`src/rtl/fetch_pkg.sv`:
```
// fetch_pkg: shared fetch constants, fetch FSM states and the buffer entry type
`ifndef DATA_W
`define DATA_W 32
`endif
package fetch_pkg;
  localparam logic [`DATA_W-1:0] PC_STEP = 4;
  localparam logic [`DATA_W-1:0] RESET_PC_DEFAULT = '0;
  localparam int BUF_DEPTH = 2;
  typedef enum logic {RUN, DRAIN} fetch_state_t;
  typedef struct packed {
    logic [`DATA_W-1:0] pc;
    logic [`DATA_W-1:0] instr;
  } fetch_entry_t;
endpackage

```
`src/rtl/fetch_buf.sv`:
```
// fetch_buf: two-entry registered {pc, instr} FIFO with push, pop, flush and occupancy count
module fetch_buf
  import fetch_pkg::*;
#(
  parameter int DEPTH = BUF_DEPTH
) (
  input  logic         clk,
  input  logic         rst,
  input  logic         flush,
  input  logic         push,
  input  logic         pop,
  input  fetch_entry_t push_entry,
  output fetch_entry_t head_o,
  output logic [1:0]   count_o
);
  fetch_entry_t mem_q [DEPTH];
  fetch_entry_t mem_d [DEPTH];
  logic rd_q, rd_d, wr_q, wr_d;
  logic [1:0] cnt_q, cnt_d;
  always_comb begin
    mem_d = mem_q;
    if (push) mem_d[wr_q] = push_entry;
    rd_d = flush ? 1'b0 : rd_q ^ pop;
    wr_d = flush ? 1'b0 : wr_q ^ push;
    cnt_d = flush ? 2'd0 : cnt_q + {1'b0, push} - {1'b0, pop};
    head_o = mem_q[rd_q];
    count_o = cnt_q;
  end
  always_ff @(posedge clk) begin
    if (rst) begin
      rd_q <= 1'b0;
      wr_q <= 1'b0;
      cnt_q <= 2'd0;
    end else begin
      rd_q <= rd_d;
      wr_q <= wr_d;
      cnt_q <= cnt_d;
    end
    mem_q <= mem_d;
  end
endmodule

```
`src/rtl/inst_fetch_unit.sv`:
```
// inst_fetch_unit: credit-limited instruction fetch with redirect flush and stale-response drain
`ifndef DATA_W
`define DATA_W 32
`endif
module inst_fetch_unit
  import fetch_pkg::*;
#(
  parameter logic [`DATA_W-1:0] RESET_PC = RESET_PC_DEFAULT,
  parameter int BUF_DEPTH = fetch_pkg::BUF_DEPTH
) (
  input  logic               clk,
  input  logic               rst,
  input  logic               redirect_valid_i,
  input  logic [`DATA_W-1:0] redirect_pc_i,
  output logic               imem_req_o,
  output logic [`DATA_W-1:0] imem_addr_o,
  input  logic               imem_gnt_i,
  input  logic [`DATA_W-1:0] imem_rdata_i,
  output logic               instr_valid_o,
  output logic [`DATA_W-1:0] instr_o,
  output logic [`DATA_W-1:0] instr_pc_o,
  input  logic               instr_ready_i
);
  fetch_state_t state_q, state_d;
  logic [`DATA_W-1:0] fpc_q, fpc_d, ifl_pc_q, ifl_pc_d;
  logic ifl_q, ifl_d, pop, push, gnt_acc;
  logic [1:0] count;
  fetch_entry_t head, wr_entry;
  always_comb begin
    instr_valid_o = !rst && !redirect_valid_i && count != 2'd0;
    pop = instr_valid_o && instr_ready_i;
    // credit: buffered + in-flight, less what leaves this cycle, must leave room
    imem_req_o = !rst && !redirect_valid_i &&
                 ({1'b0, count} + {2'b0, ifl_q} < 3'(BUF_DEPTH) + {2'b0, pop});
    imem_addr_o = fpc_q;
    gnt_acc = imem_req_o && imem_gnt_i;
    push = ifl_q && state_q == RUN && !redirect_valid_i;
    wr_entry = '{pc: ifl_pc_q, instr: imem_rdata_i};
    fpc_d = redirect_valid_i ? redirect_pc_i & ~`DATA_W'(3) : gnt_acc ? fpc_q + PC_STEP : fpc_q;
    ifl_d = gnt_acc;
    ifl_pc_d = fpc_q;
    state_d = redirect_valid_i && (ifl_q || gnt_acc) ? DRAIN : RUN;
    instr_o = head.instr;
    instr_pc_o = head.pc;
  end
  always_ff @(posedge clk) begin
    if (rst) begin
      state_q <= RUN;
      fpc_q <= RESET_PC;
      ifl_q <= 1'b0;
    end else begin
      state_q <= state_d;
      fpc_q <= fpc_d;
      ifl_q <= ifl_d;
    end
    ifl_pc_q <= ifl_pc_d;
  end
  fetch_buf #(.DEPTH(BUF_DEPTH)) u_buf (
    .clk        (clk),
    .rst        (rst),
    .flush      (redirect_valid_i),
    .push       (push),
    .pop        (pop),
    .push_entry (wr_entry),
    .head_o     (head),
    .count_o    (count)
  );
endmodule
```
`config.mk`:
```
export PLATFORM = sky130hd
export DESIGN_NAME = inst_fetch_unit
export DESIGN_NICKNAME = d
export VERILOG_FILES = /design/src/rtl/fetch_pkg.sv /design/src/rtl/fetch_buf.sv /design/src/rtl/inst_fetch_unit.sv
export SDC_FILE = /design/constraint.sdc
export NUM_CORES = 1
export LEC_CHECK = 0
export ABC_AREA = 1
export CAP_MARGIN = 0
export CORE_MARGIN = 5
export CORE_UTILIZATION = 25
export CTS_CLUSTER_SIZE = 25
export DETAILED_ROUTE_END_ITERATION = 10
export PLACE_DENSITY = 0.47
export SLEW_MARGIN = 20
export SYNTH_ARGS = -nofsm -noshare
export SYNTH_HDL_FRONTEND = slang
export SYNTH_SLANG_ARGS = --single-unit
```
`constraint.sdc`:
```
create_clock -name clk -period 3.7 [get_ports clk]
set_input_delay 0.74 -clock clk [delete_from_list [all_inputs] [get_ports clk]]
set_output_delay 0.74 -clock clk [all_outputs]
set_load 0.02 [all_outputs]
```
[Word-level counts from Yosys, hierarchy flattened]
Index checks and enable logic that the tools add are counted.
Word-level totals
  flip-flop bits (word level): 198
  bits in latches: 0
  RAM bits: 0
  bits in read-only memories: 0
  bits of input ports: 69
  output and inout port bits: 98
  logic and storage cells: 50
  memories: 0
Operators by class
  $add $sub $neg: 5
  $mul: 0
  divide/modulo/power cells: 0
  $lt $le $gt $ge: 4
  eq/ne operators: 0
  shift operators: 0
  multiplexer cells: 9
  bitwise logic cells: 5
  reduce and logical (&&, ||, !) cells: 15
Operator list (count)
  $mux 64: 4
  $bwmux 128: 1
  $demux 64 s1: 1
  $mux 32: 2
  $add 32x3->32 const B: 1
  $logic_and 1x1->1: 9
  $ge 2x2->1 const B: 2
  $not 1->2: 2
  $reduce_bool 2->1: 2
  $add 2x1->3: 1
  $add 2x1->3 const A: 1
  $lt 3x3->1: 1
  $add 2x1->2: 1
  $logic_not 1->1: 2
  $lt 2x1->1 const B: 1
  $reduce_or 2->1: 1
  $sub 2x1->2: 1
  $xor 1x1->1: 2
  $logic_or 1x1->1: 1
  $mux 1: 1
  $not 1->1: 1

[Logic depth before layout (Yosys ltp)]
Gate-level depths: netlist (run 1).
  depth after elaboration: 11
  gate-level depth with buffers: 12
  gate-level depth less buffers: 12

[Cells and area by module]
A second synthesis (run 1) with hierarchy kept.
Unflattened totals
  cell total of the unflattened synthesis: 696
  area, all modules: 8102.8 µm²
Modules (own cells, without submodules)
  fetch_buf: instances 1, cells an instance 225, area an instance 5029.8 µm², seq. area each 3923.8 µm²
  inst_fetch_unit: instances 1, cells an instance 471, area an instance 3072.9 µm², seq. area each 1241.2 µm²

[Worst setup path after synthesis (run 1)]
No wires, ideal clock.
  path type: input -> register
  start: in redirect_valid_i
  end: reg u_buf.mem_q[0] (netlist bit), enable pin
  setup time: 0.427 ns
  arrival time: 2.940 ns
  path slack: 0.334 ns
  cell stages on the path: 4
  cell sequence: buf_6 > clkbuf_1 > nor3_1 > ha_1
On the way
  longest elaborated chain between the ends: 2
RTL lines
  start: declaration: line inst_fetch_unit.sv:13  | input logic redirect_valid_i,
  $logic_not 1->1: line inst_fetch_unit.sv:37  | push = ifl_q && state_q == RUN && !redirect_valid_i;
  $logic_and 1x1->1: line inst_fetch_unit.sv:37
  end signal: assignment: line fetch_buf.sv:39  | mem_q <= mem_d;
  end: declaration: line fetch_buf.sv:16  | fetch_entry_t mem_q [DEPTH];
Every way passes these cells.
A chain may end at the register's enable or synchronous reset.

[Final worst setup path (run 1)]
  start: in rst
  end: out instr_valid_o
On the way
  longest elaborated chain between the ends: 3
RTL lines
  start: declaration: line inst_fetch_unit.sv:12  | input logic rst,
  $logic_not 1->1: line inst_fetch_unit.sv:30  | instr_valid_o = !rst && !redirect_valid_i && count != 2'd0;
  $logic_and 1x1->1 (2 in a row): line inst_fetch_unit.sv:30
  end: declaration: line inst_fetch_unit.sv:19  | output logic instr_valid_o,
Every way passes these cells.

==> metrics.cfg, run 1 <==
[run_status]
status=complete, no violations

[yosys]
synth_seq_cells=190
netlist_top_cells_count=nand2_1 (370), edfxtp_1 (124), nand3_1 (69), dfxtp_1 (66), nor2_1 (51)
synth_edf_count=124
synth_top_cell_by_area=edfxtp_1
synthesis.instances=820
yosysWarningCount=0
synthArstFlopShare=0
syn_avg_cell_area_sq_um=9.45
seq_area_frac_synth=0.651
yosysTopAreaCellShare=0.481
synthTopCellsByArea=edfxtp_1 (48%), nand2_1 (18%), dfxtp_1 (17%)
synth_area_sq_um=7740
ys_types=32
synth.most_common_cell=nand2_1
synth_top_flop_cell=edfxtp_1

[timing]
max_slew.worst_pin.slew_ps=828
finalSetupViolations=0
fin_setup_tns_ps=0
finalCritPeriodShare=0.847
rsz0062_at_grt=false
slew_violations=0
period_minus_slack_ps=3130
relSlewSlack=0.448
finClkSkew_ps=14.1
max_freq_mhz=319
hold_violations=0

[drt]
ant_nets=0
via_per_inst=4.10
first_iter_violations=309
wl_microns=20300
wl_per_cell_microns=14.6
remaining_drc_errors=0
via_count=5701
drt_first_pass_iters=6

[clock_tree]
tritoncts=done
cts_buffers=17
clkTransAtPathRegs_ps=70
cts_setup_buffers=0
cts_max_path_buffers=2
clk_latency_ps=420
cts_root_buf=clkbuf_16
ctsHoldBuffers=0
cts.sinks=190
htree_levels=4
postCtsResizedCells=0

[pwr]
sw_frac_of_total=0.228
peakVddDrop_mv=0.311
p_switching_mw=0.999
p_comb_frac=0.071
clockPowerShare=0.390
power.leakage_nw=4.05
internal-power_mw=3.39
seq_power_share=0.539
power-per-cell-area_nw_per_um2=422

[floorplanning]
io_pins=167
rows=64
initial_utilization=0.253
fp.dieW_microns=186
core_sq_um=30600
die-area_sq_um=34600
die-height_microns=186

[layout]
num-fill-cells=3174
diodes=0
drive_gt1_frac=0.0602
nets=1059
syn_to_final_growth_pct=34.2
design_area_sq_um=10400

[placed_design]
gp_congestion=0.803
hpwl_microns=14400
placed_area_sq_um=9850
numPortBuffers=160

[grt]
grt_pass1_wl_microns=31500
grt_usage=0.120
first_global_vias=5656
grt_start_max_net_pins=62
antenna_found_initial=0
grt.overflow.total=0

[critical_path]
critPathMostFrequentCell=clkdlybuf4s50_1
slowest_delay_ps=640
slowest_stage=clkdlybuf4s50_1
start_kind=input pin
worstPathArrival_ps=2390
end_kind=output pin
crit_type=in -> out
path_max_fanout=8
worstPathCellList=clkdlybuf4s50_1 > nor2_4 > inv_2 > a21oi_1 > clkdlybuf4s50_1
cp.required_ps=2960

[worst_hold_path]
hold_class=reg -> reg

[flow_run]
drv_cap=0

## cells in the final DEF, fill, tap and decap left out, types with 3 or more instances in the layout
cell,instances
clkinv_2,3
ha_1,5
nor2_1,51
nor3_1,3
nand3_1,69
inv_1,47
inv_2,4
dfxtp_1,65
nand2_1,370
clkbuf_16,17
buf_12,4
clkinv_4,3
edfxtp_1,124
nor2_2,6
o21ai_0,4
clkdlybuf4s50_1,160
a21oi_1,12
nand4_1,6
buf_4,7
conb_1,4
xor2_1,3
clkinvlp_4,4
clkinv_1,3
## registers in the layout, indices dropped and copies added, names as in the netlist
register,flops
u_buf.count_o,2
ifl_pc_q,30
u_buf.rd_q,1
ifl_q,1
state_q,1
imem_addr_o,30
u_buf.mem_q,124
u_buf.wr_q,1
## cells by family (layout without fill, tap and decap cells)
| family | after synthesis | after routing | synth area share |
|---|---|---|---|
| AO/OA/AOI/OAI | 21 | 21 | 0.0149 |
| XOR/XNOR | 4 | 4 | 0.00452 |
| adder cells (fa/ha/maj) | 7 | 7 | 0.0113 |
| buffers and inverters | 83 | 256 | 0.0478 |
| flip-flops | 190 | 190 | 0.651 |
| other | 1 | 4 | 0.000484 |
| AND/OR/NAND/NOR | 514 | 514 | 0.270 |
## metal layers
layer	up-vias	global-route usage	wire length (microns)
li1	2975	-	-
met4	0	0.0286	212
met1	2562	0.162	9520
met5	-	0	0
met2	151	0.193	9520
met3	13	0.0305	1080
## through the flow
stage	instances	setup WS (ps)	hold slack, ps	power [mW]	util
2_1_floorplan	823	334	404	2.54	-
3_5_place_dp	1360	558	411	2.73	0.322
4_1_cts	1392	546	427	4.47	0.340
6_report	1392	565	425	4.39	0.340
5_1_grt	1392	470	431	4.59	0.340
3_3_place_gp	1360	559	406	2.73	0.322
## power by group through the flow
| stage | Combinational, mW | Clock [mW] | Sequential (mW) |
|---|---|---|---|
| finish | 0.311 | 1.71 | 2.37 |
| global placement | 0.313 | 0 | 2.42 |
| detailed placement | 0.315 | 0 | 2.42 |
| CTS | 0.317 | 1.79 | 2.37 |
| global route | 0.343 | 1.87 | 2.38 |
| floorplan | 0.125 | 0 | 2.42 |
## layout make-up
class,instances,area [sq um],area share
sequential,190,5050,0.486
multi-input combinational,550,2370,0.228
timing repair buffer,171,1730,0.167
tap,396,495,0.0477
clock buffer,18,429,0.0413
inverter,53,204,0.0196
clock inverter,14,118,0.0113
## critical path, delay by kind of cell
kind / cells / cell delay [ps]
simple gates: 1 / 230
buf+inv: 3 / 1240
compound gates: 1 / 190
## path summary, 6_finish.rpt
path	start	end	slack, ps	cells after the start
worst min register to register	imem_addr_o[2]	ifl_pc_q[2]	420	0
worst max-delay path	rst	instr_valid_o	570	5
worst max register to register	imem_addr_o[3]	imem_addr_o[28]	1680	12
worst min-delay path	imem_addr_o[2]	ifl_pc_q[2]	420	0
No activity file was read; power rests on OpenSTA's default activity.
==> inputs of run 2 (changes only) <==
PLACE_DENSITY = 0.49   (was 0.47)
clock period = 2.6 ns   (was 3.7 ns; I/O delays follow)
==> run 2 against run 1 <==
Compared with the run above: clock power rose by 47%; highest routed layer unchanged; largest power group unchanged; clock skew shrank 1.6 ps; total power rose by 45%; critical endpoint is now instr_pc_o[16]; largest cell class unchanged.
==> metrics.cfg, run 2 (synthesized netlist as in run 1, its figures left out) <==
[clock_tree]
ctsHoldBuffers=0  ; unchanged
clkTransAtPathRegs_ps=60  ; was 70 ps
clk_latency_ps=420  ; about the same
cts_root_buf=clkbuf_16  ; unchanged
cts_setup_buffers=0  ; unchanged
tritoncts=done  ; unchanged
htree_levels=4  ; unchanged
postCtsResizedCells=1  ; was 0
cts_buffers=17  ; unchanged
cts_max_path_buffers=2  ; unchanged
cts.sinks=190  ; unchanged

[critical_path]
timing.rr.start=imem_addr_o[3]  ; unchanged
worst-path-stages=5  ; unchanged
worstPathArrival_ps=1950  ; was 2390 ps
start_kind=flop  ; was input pin
rr_worst_depth=12  ; unchanged
worstPathCellList=inv_4 > buf_12 > nand2_1 > nand2_1 > clkdlybuf4s50_1  ; was clkdlybuf4s50_1 > nor2_4 > inv_2 > a21oi_1 > clkdlybuf4s50_1
r2r_end=imem_addr_o[28]  ; unchanged
cp.required_ps=2080  ; was 2960 ps
end_kind=output pin  ; unchanged
worst_path_dominant_cell_family=buffers and inverters  ; unchanged
crit_buf_inv=3  ; unchanged
r2r_setup_slack_ps=620  ; was 1680 ps
critPathMostFrequentCell=nand2_1  ; was clkdlybuf4s50_1
slowest_stage=clkdlybuf4s50_1  ; unchanged
crit_type=reg -> out  ; was in -> out
slowest_delay_ps=660  ; was 640 ps
path_max_fanout=24  ; was 8

[layout]
diodes=0  ; unchanged
design_area_sq_um=10600  ; was 10400 sq um
largest_reg_flops=124  ; unchanged
utilization=0.347  ; was 0.340
final_common_cell=nand2_1  ; unchanged
nets=1074  ; was 1059
final_cell_mix=nand2_1 (370), clkdlybuf4s50_1 (153), edfxtp_1 (124), nand3_1 (69), dfxtp_1 (65)  ; was nand2_1 (370), clkdlybuf4s50_1 (160), edfxtp_1 (124), nand3_1 (69), dfxtp_1 (65)
drive_gt1_frac=0.0742  ; was 0.0602
largest_register=u_buf.mem_q  ; unchanged
syn_to_final_growth_pct=36.9  ; was 34.2%

[grt]
grt.overflow.total=0  ; unchanged
grt_usage=0.121  ; was 0.120
grt_start_max_net_pins=32  ; was 62
first_global_vias=5755  ; was 5656
antenna_found_initial=0  ; unchanged
grt_pass1_wl_microns=32300  ; was 31500 microns

[drt]
wl_microns=20800  ; was 20300 microns
via_count=5833  ; was 5701
remaining_drc_errors=0  ; unchanged
first_iter_violations=264  ; was 309
drt_first_pass_iters=5  ; was 6
via_per_inst=4.15  ; was 4.10
ant_nets=0  ; unchanged
wl_per_cell_microns=14.8  ; was 14.6 microns

[placed_design]
numPortBuffers=160  ; unchanged
gp_congestion=0.799  ; was 0.803
placed_area_sq_um=10000  ; was 9850 sq um
hpwl_microns=15000  ; was 14400 microns
pre_cts_ws_ps=47.8  ; was 558 ps

[run_status]
status=complete, no violations  ; unchanged

[timing]
period_minus_slack_ps=2470
finClkSkew_ps=12.6  ; was 14.1 ps
finalSetupViolations=0  ; unchanged
rsz0062_at_grt=false  ; unchanged
slew_violations=0  ; unchanged
finalWorstSetupSlack_ps=125  ; was 565 ps
max_freq_mhz=404
finalCritPeriodShare=0.952
hold_violations=0  ; unchanged

[pwr]
internal-power_mw=4.96  ; was 3.39 mW
power-per-cell-area_nw_per_um2=599  ; was 422 nW/um^2
clockPowerShare=0.397  ; was 0.390
p_switching_mw=1.40  ; was 0.999 mW
power.leakage_nw=4.24  ; was 4.05 nW
sw_frac_of_total=0.220  ; was 0.228
p_comb_frac=0.073  ; was 0.071
seq_power_share=0.530  ; was 0.539
peakVddDrop_mv=0.414  ; was 0.311 mV
power_mw=6.35  ; was 4.39 mW

[floorplanning]
fp.dieW_microns=186  ; unchanged
core_sq_um=30600  ; unchanged
io_pins=167  ; unchanged
rows=64  ; unchanged
die-area_sq_um=34600  ; unchanged
initial_utilization=0.253  ; unchanged
die-height_microns=186  ; unchanged

[worst_hold_path]
holdPathEnd=u_buf.mem_q[117]  ; was ifl_pc_q[2]
hold_class=reg -> reg  ; unchanged
min-delay-start=ifl_pc_q[21]  ; was imem_addr_o[2]
min_path_cells=0  ; unchanged

[flow_run]
drv_cap=0  ; unchanged

run 2: worst reg2reg max path: stages, from the launching register on:
cell and delay (ps):
dfxtp_1 440, ha_1 300, nand2_1 130, nor2_1 240, nand2_1 200, nor2_1 200
nand2_1 70, nand2_1 60, nand2_1 50, nand2_1 50, nand3_1 60, nand2_1 60
inv_1 30
run 2: final cells by class:
| class | count | area, sq um |
|---|---|---|
| clock buffers | 24 | 493 |
| clock inverters | 8 | 81.3 |
| well taps | 396 | 495 |
| fillers | 3100 | 20000 |
| inverters | 53 | 206 |
| multi-input cells | 550 | 2370 |
| repair buffers | 186 | 1920 |
| flip-flops and latches | 190 | 5050 |
run 2: worst max-delay path by stage:
stage                                 from              to  slack, ps
final                           u_buf.rd_q  instr_pc_o[16]        130
after global routing            u_buf.rd_q  instr_pc_o[13]          2
after CTS                              rst   instr_valid_o         50
after detailed placement               rst      imem_req_o         50
after global placement                 rst      imem_req_o         70
after floorplan           redirect_valid_i  u_buf.mem_q[0]       -550
run 2: per-stage QoR:
step / cells / TNS (ps) / hold slack, ps
global placement: 1375 / 0 / 405
CTS: 1407 / 0 / 426
finish: 1407 / 0 / 426
detailed placement: 1375 / 0 / 411
floorplan: 823 / -67760 / 404
global route: 1407 / 0 / 438
run 2: power groups by stage:
stage / clock network [mW] / registers [mW] / logic, mW
floorplan: 0 / 3.44 / 0.178
global placement: 0 / 3.43 / 0.466
detailed placement: 0 / 3.44 / 0.467
CTS: 2.60 / 3.37 / 0.470
global route: 2.73 / 3.38 / 0.508
finish: 2.52 / 3.37 / 0.462
run 2: routing by layer:
metal | track usage | wire length, microns | part of all wire
met5 | 0 | 0 | 0
met1 | 0.168 | 9960 | 0.48
met2 | 0.195 | 9490 | 0.46
met4 | 0.0283 | 255 | 0.012
met3 | 0.0254 | 1100 | 0.053
==> inputs of run 3 (changes only) <==
CAP_MARGIN = unset   (was 0)
==> results of run 3 <==
The final DEF is identical to that of run 2; final timing and power are the same.
